### src/rtl/cam_capture.sv
`timescale 1ns/1ps
// cam_capture: samples an OV7670-style RGB565 byte stream, packs each pixel to RGB332 and
// emits linear framebuffer writes, flagging malformed lines and overflowing frames.
module cam_capture #(
  parameter int IMG_W = 160,
  parameter int IMG_H = 120,
  parameter int AW    = 15
) (
  input  logic          clk,
  input  logic          rst,
  input  logic          CAM_vsync,
  input  logic          CAM_href,
  input  logic [7:0]    CAM_px_data,
  output logic          px_wr,
  output logic [AW-1:0] px_addr,
  output logic [7:0]    px_data,
  output logic          frame_done,
  output logic          line_err,
  output logic          ovf
);
  localparam int NPIX = IMG_W * IMG_H;
  localparam int LW   = $clog2(IMG_H + 2);
  localparam int PW   = $clog2(IMG_W + 2);

  typedef enum logic [1:0] {WAIT_SOF, IDLE_LINE, BYTE_B, BYTE_A} state_t;

  state_t        state_q, state_d;
  logic          vsync_q, vs_ok_q;
  logic [5:0]    a_q, a_d;
  logic [AW-1:0] addr_q, addr_d;
  logic [LW-1:0] line_q, line_d;
  logic [PW-1:0] pix_q, pix_d;
  logic          px_wr_q, px_wr_d;
  logic [AW-1:0] px_addr_q, px_addr_d;
  logic [7:0]    px_data_q, px_data_d;
  logic          done_q, done_d;
  logic          lerr_q, lerr_d;
  logic          ovf_q, ovf_d;
  logic          sof, eof, open_line;

  // vs_ok_q keeps the reset value of vsync_q from faking a vsync fall on the first edge
  assign sof       = vs_ok_q & vsync_q & ~CAM_vsync;
  assign eof       = ~vsync_q & CAM_vsync;
  assign open_line = (state_q == BYTE_B) || (state_q == BYTE_A);

  always_comb begin
    state_d   = state_q;
    a_d       = a_q;
    addr_d    = addr_q;
    line_d    = line_q;
    pix_d     = pix_q;
    px_wr_d   = 1'b0;
    px_addr_d = px_addr_q;
    px_data_d = px_data_q;
    done_d    = 1'b0;
    lerr_d    = lerr_q;
    ovf_d     = ovf_q;
    if (open_line && (eof || !CAM_href)) begin
      line_d = (line_q == LW'(IMG_H + 1)) ? line_q : line_q + 1'b1;
      if (state_q == BYTE_B || pix_q != PW'(IMG_W)) lerr_d = 1'b1;
    end
    if (state_q == WAIT_SOF) begin
      if (sof) begin
        addr_d  = '0;
        line_d  = '0;
        lerr_d  = 1'b0;
        ovf_d   = 1'b0;
        state_d = IDLE_LINE;
      end
    end else if (eof) begin
      done_d  = (addr_q == AW'(NPIX)) && (line_d == LW'(IMG_H)) && !ovf_q;
      state_d = WAIT_SOF;
    end else if (CAM_href) begin
      if (state_q == BYTE_B) begin
        pix_d   = (pix_q == PW'(IMG_W + 1)) ? pix_q : pix_q + 1'b1;
        state_d = BYTE_A;
        if (addr_q == AW'(NPIX)) ovf_d = 1'b1;
        else begin
          px_wr_d   = 1'b1;
          px_addr_d = addr_q;
          px_data_d = {a_q, CAM_px_data[4:3]};
          addr_d    = addr_q + 1'b1;
        end
      end else begin
        a_d     = {CAM_px_data[7:5], CAM_px_data[2:0]};
        pix_d   = (state_q == IDLE_LINE) ? '0 : pix_q;
        state_d = BYTE_B;
      end
    end else begin
      state_d = IDLE_LINE;
    end
  end

  always_ff @(posedge clk or negedge rst) begin
    if (!rst) begin
      state_q   <= WAIT_SOF;
      vsync_q   <= 1'b1;
      vs_ok_q   <= 1'b0;
      a_q       <= '0;
      addr_q    <= '0;
      line_q    <= '0;
      pix_q     <= '0;
      px_wr_q   <= 1'b0;
      px_addr_q <= '0;
      px_data_q <= '0;
      done_q    <= 1'b0;
      lerr_q    <= 1'b0;
      ovf_q     <= 1'b0;
    end else begin
      state_q   <= state_d;
      vsync_q   <= CAM_vsync;
      vs_ok_q   <= 1'b1;
      a_q       <= a_d;
      addr_q    <= addr_d;
      line_q    <= line_d;
      pix_q     <= pix_d;
      px_wr_q   <= px_wr_d;
      px_addr_q <= px_addr_d;
      px_data_q <= px_data_d;
      done_q    <= done_d;
      lerr_q    <= lerr_d;
      ovf_q     <= ovf_d;
    end
  end

  assign px_wr      = px_wr_q;
  assign px_addr    = px_addr_q;
  assign px_data    = px_data_q;
  assign frame_done = done_q;
  assign line_err   = lerr_q;
  assign ovf        = ovf_q;
endmodule
### config.mk
export PLATFORM = sky130hd
export DESIGN_NAME = cam_capture
export DESIGN_NICKNAME = d
export VERILOG_FILES = /design/src/rtl/cam_capture.sv
export SDC_FILE = /design/constraint.sdc
export NUM_CORES = 1
export LEC_CHECK = 0
export BUFFER_PORTS_ARGS = -buffer_cell sky130_fd_sc_hd__buf_2
export CAP_MARGIN = 20
export CORE_ASPECT_RATIO = 1.1
export CORE_MARGIN = 2
export CORE_UTILIZATION = 52
export CTS_CLUSTER_DIAMETER = 60
export DETAILED_ROUTE_END_ITERATION = 7
export GPL_TIMING_DRIVEN = 0
export HOLD_SLACK_MARGIN = 0.12
export MAX_ROUTING_LAYER = met4
export PLACE_DENSITY = 0.72
export SLEW_MARGIN = 10
export SYNTH_ARGS = -nofsm -noshare
export SYNTH_HDL_FRONTEND = slang
export SYNTH_SLANG_ARGS = --single-unit
### constraint.sdc
create_clock -name clk -period 1.9 [get_ports clk]
set_input_delay 0.57 -clock clk [delete_from_list [all_inputs] [get_ports clk]]
set_output_delay 0.57 -clock clk [all_outputs]
set_load 0.005 [all_outputs]
==> qor.csv, run 1 <==
metric;value;unit
clk buf depth;2;
commonest non-fill, non-tap cell in the layout;dfrtp_1;
layout cells sized above 1;0.407;
worst-path maximum fanout;7;
setup ws final;-0.170;ns
Core Area;6160;µm²
row count;30;
sequential share of power;0.442;
largest family of logic cells by synthesized area;simple AND/OR/NAND/NOR gates;
commonest cells after routing, fill and taps aside;dfrtp_1, buf_2, nor2_1, xnor2_1, mux2_4;
Remaining Overflow, GRT;0;
Synth cell types;49;
Synth Instances;290;
CP top delay family;simple AND/OR/NAND/NOR gates;
Root Driver;clkbuf_8;
H-tree Lvls;3;
Crit-path slowest cell;or4_4;
Non-Filler Instances;441;
slew margin rel.;0.648;
Power Density;1020;nW/µm²
Max Cap Violations;0;
Syn Nets;309;
maximum vdd ir drop;0.000783;V
DRC Markers;0;
Logic pwr share;0.242;
DR pass1 iterations;5;
leakage power;1.87;nW
Adder-Cell Fraction of Synth Area;0.0267;
initial antenna violation count;0;
gr usage total;0.229;
Initial Util;0.534;
post-synthesis cell area;3290;µm²
number of flops mapped to enable cells by yosys;0;
Layout Skew;0.00882;ns
Clock Latency Late Sink;0.34;ns
diode count;0;
multiplexer area fraction after synthesis;0.122;
placed cell area;3610;µm²
io pins;39;
CP max stage delay;0.43;ns
crit path cell chain;inv_2, ha_4, or4b_4, nor4_4, buf_4, buf_6, a211o_4, or4_4, a21oi_2;
Placed Cells incl. Taps;409;
Detailed Route WL;7350;µm
vias;2494;
CP Capture Type;register;
Avg Cell Area, Syn;11.3;µm²
die extent in x;79.8;µm
switch share;0.294;
Final Cell Area;4180;µm²
Port Buf Inserts;38;
pre-CTS WS;-0.419;ns
Clock power frac;0.315;
Layout Nets;375;
worst slew pin tran;0.524;ns
Synth async-reset ratio;1.00;
switching power;1.25;mW
sequential fraction of the synthesis area;0.511;
Routed Antenna Nets;0;
Routed WL per cell;16.7;µm
CP arrival;2.34;ns
die area;6970;µm²
hold slack final;0.133;ns
Setup violations, final;31;
Int Pwr;3.00;mW
first-pass GRT wire length;11900;µm
compound-cell area share of the yosys netlist;0.0670;
TritonCTS clock tree;done;
final hold vios;0;
Routability Congestion;0.835;
routed vias/inst;5.66;
critical path class;register to register;
Chip Height;87.4;µm
fin crit period;2.07;ns
synthesis warning total;0;
Tot Pwr;4.26;mW
FMAX;0.483;GHz
CTS Buf Count;9;
Slew Limit Fails;0;
Worst EP required;2.17;ns
CP bufs+invs;3;
Clock Sinks;67;
FF+latch count, synth;67;
Clk pin slew, worst setup/hold paths;0.07;ns
HPWL Detailed;4500;µm
Post-Synth XOR/XNOR Area;0.0560;
fin crit share;1.09;
RSZ-0062 raised after global routing;true;
status;finished with violations;
Hold Crit Class;input pin to asynchronous set/reset pin;
area grow syn2layout;27.3;%
hold_buf cts;0;
Top FF cell, synth;dfrtp_1;
failing checks;negative setup slack;
number of global-route vias before repair;2437;
Post-Synth Simple-Gate Area;0.184;
detailed router's first-iteration violation count;261;
largest net degree at the start of global routing;42;
startpoint types;register;
## metrics by stage
stage                     utilization  setup TNS [ns]
after detailed placement        0.586          -16.79
after CTS                       0.651           -4.98
after global placement          0.583          -16.76
after floorplan                     -           -2.86
after global routing            0.679           -5.49
final                           0.679           -3.51
## sequential cells by signal, summed over array words and instances (netlist names)
name        count
state_q         2
ovf             1
addr_q         15
px_addr        15
frame_done      1
px_data         8
line_q          7
px_wr           1
vsync_q         1
pix_q           8
vs_ok_q         1
a_q             6
line_err        1
## power by group through the flow
stage	Sequential, mW	Combinational [mW]	Clock (mW)
floorplan	1.87	0.592	0
global placement	1.90	0.840	0
detailed placement	1.91	0.875	0
CTS	1.88	0.989	1.36
global route	1.91	1.14	1.43
finish	1.88	1.03	1.34
## worst reg2reg max path, cell delays in order (launching register included)
cell	delay, ns
dfrtp_2	0.38
inv_2	0.05
ha_4	0.14
or4b_4	0.20
nor4_4	0.03
buf_4	0.16
buf_6	0.12
a211o_4	0.36
or4_4	0.43
a21oi_2	0.13
## logic make-up (layout without fill, tap and decap cells)
group                    Yosys count  count (layout)
flip-flops                        67              67
multiplexers                      30              30
XOR/XNOR                          21              21
AO/OA/AOI/OAI                     31              31
adder cells (fa/ha/maj)            7               7
other                              1               1
buffers and inverters             24              95
AND/OR/NAND/NOR                  109             109
## layout make-up
type,count,area [µm²]
fillers,455,1970
multi-input cells,199,1700
flip-flops and latches,67,1680
repair buffers,56,359
clock buffers,11,151
well taps,80,100
clock inverters,5,75.1
plain buffers,11,67.6
inverters,12,45.0
## final timing paths
path,from,end,slack [ns],depth (start not counted)
max,addr_q[0]$_DFFE_PN0P_,addr_q[5]$_DFFE_PN0P_,-0.17,9
min,rst,line_q[0]$_DFF_PN0_,0.13,1
max reg2reg,addr_q[0]$_DFFE_PN0P_,addr_q[5]$_DFFE_PN0P_,-0.17,9
min reg2reg,a_q[4]$_DFFE_PN0P_,px_data[6]$_DFFE_PN0P_,0.50,1
max in group asynchronous,rst,vsync_q$_DFF_PN1_,1.18,2
min in group clk,CAM_vsync,vsync_q$_DFF_PN1_,0.41,1
## cell usage after synthesis (3+ instances only)
master,number,share of area
nand4_1,3,0.0057
inv_1,12,0.014
mux2_2,12,0.041
nand3_1,15,0.023
a21oi_1,7,0.011
and4_1,5,0.013
dfrtp_1,66,0.50
or4b_1,3,0.0091
and3_1,3,0.0057
nor4_1,6,0.011
clkbuf_1,8,0.0091
xnor2_1,19,0.051
mux2_4,17,0.078
nor2_1,29,0.033
nand2b_1,3,0.0057
or3_1,4,0.0076
nand2_1,16,0.018
a32o_1,3,0.0091
o21ai_0,5,0.0076
nor3_1,8,0.012
ha_1,7,0.027
## routing by layer
metal | up-vias | part of all wire | track usage
li1 | 1168 | - | -
met1 | 1232 | 0.45 | 0.314
met2 | 76 | 0.48 | 0.335
met3 | 18 | 0.043 | 0.0332
met4 | 0 | 0.027 | 0.112
met5 | - | 0 | -
## repair_timing
action / CTS / global route
pin swaps: 5 / 10
setup buffers: 9 / 8
setup endpoints to repair: 55 / 47
cloned: 2 / 0
gates resized for setup: 28 / 32
Power figures use the tool's default switching activity.
==> inputs of run 2 (changes only) <==
- CORE_UTILIZATION: 52 -> 30
- PLACE_DENSITY: 0.72 -> 0.45
==> qor.csv, run 2 (synthesis results as in run 1) <==
metric;value;unit
Worst EP required;2.11;ns
hold_buf cts;0;
maximum vdd ir drop;0.000546;V
gr usage total;0.135;
Routed WL per cell;14.6;µm
detailed router's first-iteration violation count;74;
TritonCTS clock tree;done;
Top Usage Layer GRT;met2;
first-pass GRT wire length;12100;µm
critical path class;register to register;
CTS Buf Count;9;
hold slack final;0.119;ns
Routability Congestion;0.795;
FMAX;0.468;GHz
Logic pwr share;0.218;
Detailed Route WL;7290;µm
Clk pin slew, worst setup/hold paths;0.06;ns
startpoint types;register;
sequential share of power;0.405;
layout cells sized above 1;0.364;
initial antenna violation count;0;
Clock Sinks;67;
fin crit period;2.14;ns
row count;40;
Final Cell Area;4260;µm²
fin crit share;1.13;
Port Buf Inserts;38;
die area;11800;µm²
Core Area;10800;µm²
switch share;0.279;
placed cell area;3700;µm²
routed vias/inst;4.67;
Layout Skew;0.00918;ns
DRC Markers;0;
Chip Height;114;µm
HPWL Detailed;4820;µm
commonest cells after routing, fill and taps aside;dfrtp_1, buf_2, nor2_1, xnor2_1, mux2_4;
switching power;1.29;mW
leakage power;1.86;nW
number of global-route vias before repair;2325;
Power Density;1080;nW/µm²
vias;2341;
failing checks;negative setup slack;
RSZ-0062 raised after global routing;true;
Clock power frac;0.376;
Hold Crit Class;input pin to asynchronous set/reset pin;
Slew Limit Fails;0;
Layout Nets;370;
commonest non-fill, non-tap cell in the layout;dfrtp_1;
Seq. cell area;1680;µm²
Root Driver;clkbuf_16;
area occupied by multi-input gates;1650;µm²
Clock Latency Late Sink;0.33;ns
status;finished with violations;
diode count;0;
Int Pwr;3.33;mW
final-layout fill cell count;1089;
Initial Util;0.304;
Tot Pwr;4.62;mW
GRT met3 Usage;0.0366;
Non-Filler Instances;501;
GRT met1 Usage;0.183;
io pins;39;
met2 Use GR;0.191;
largest net degree at the start of global routing;48;
CP Capture Type;register;
setup ws final;-0.239;ns
Remaining Overflow, GRT;0;
area grow syn2layout;29.6;%
H-tree Lvls;3;
worst-path maximum fanout;6;
Placed Cells incl. Taps;476;
CP arrival;2.35;ns
clk buf depth;2;
Max Cap Violations;0;
DR pass1 iterations;4;
die extent in x;104;µm
Core Util, Final;0.394;
Routed Antenna Nets;0;
final hold vios;0;
Setup violations, final;32;
run 2: timing repair:
item                                    in CTS  in global routing
endpoints found under the setup margin      61                 54
pin swaps                                    6                  4
gates resized for setup                     21                 20
buffers inserted                             9                  2
cloned                                       1                  1
run 2: path summary, 6_finish.rpt:
path	startpoint	end	slack (ns)	cells after the start
min	rst	frame_done$_DFF_PN0_	0.12	1
max	addr_q[0]$_DFFE_PN0P_	px_addr[3]$_DFFE_PN0P_	-0.24	8
min reg2reg	px_addr[7]$_DFFE_PN0P_	px_addr[7]$_DFFE_PN0P_	0.50	1
max reg2reg	addr_q[0]$_DFFE_PN0P_	px_addr[3]$_DFFE_PN0P_	-0.24	8
min in group clk	CAM_vsync	vsync_q$_DFF_PN1_	0.39	1
max in group asynchronous	rst	vsync_q$_DFF_PN1_	1.19	2
run 2: per-stage QoR:
| stage | setup TNS [ns] | setup WS [ns] |
|---|---|---|
| floorplan | -2.86 | -0.163 |
| global placement | -26.72 | -0.480 |
| detailed placement | -18.43 | -0.480 |
| CTS | -5.45 | -0.220 |
| global route | -8.94 | -0.302 |
| finish | -5.96 | -0.239 |
run 2: critical path, cell delays in order, from the launching register on:
cell and delay (ns):
dfrtp_2 0.41, inv_2 0.08, ha_4 0.12, or4b_4 0.46, nor4_4 0.22, buf_4 0.18, nor3_4 0.08, clkbuf_16 0.18
mux2_4 0.29
run 2: routing by layer:
layer	vias to the layer above	routed length [µm]
li1	1158	-
met1	1137	3700
met2	38	3180
met3	8	307
met4	0	99
met5	-	0
run 2: power groups by stage:
stage	clock network (mW)	logic, mW	registers, mW
floorplan	0	0.592	1.87
global placement	0	0.866	1.90
detailed placement	0	0.884	1.91
CTS	1.78	0.989	1.87
global route	1.85	1.12	1.90
finish	1.74	1.01	1.87
run 2: area by class of cell:
cell class | count | share of cell area
Multi-Input combinational cell | 199 | 0.387
Timing Repair Buffer | 51 | 0.0778
Clock buffer | 9 | 0.0529
Buffer | 11 | 0.0156
Inverter | 12 | 0.0106
Tap cell | 147 | 0.0432
Sequential cell | 67 | 0.395
Clock inverter | 5 | 0.0188
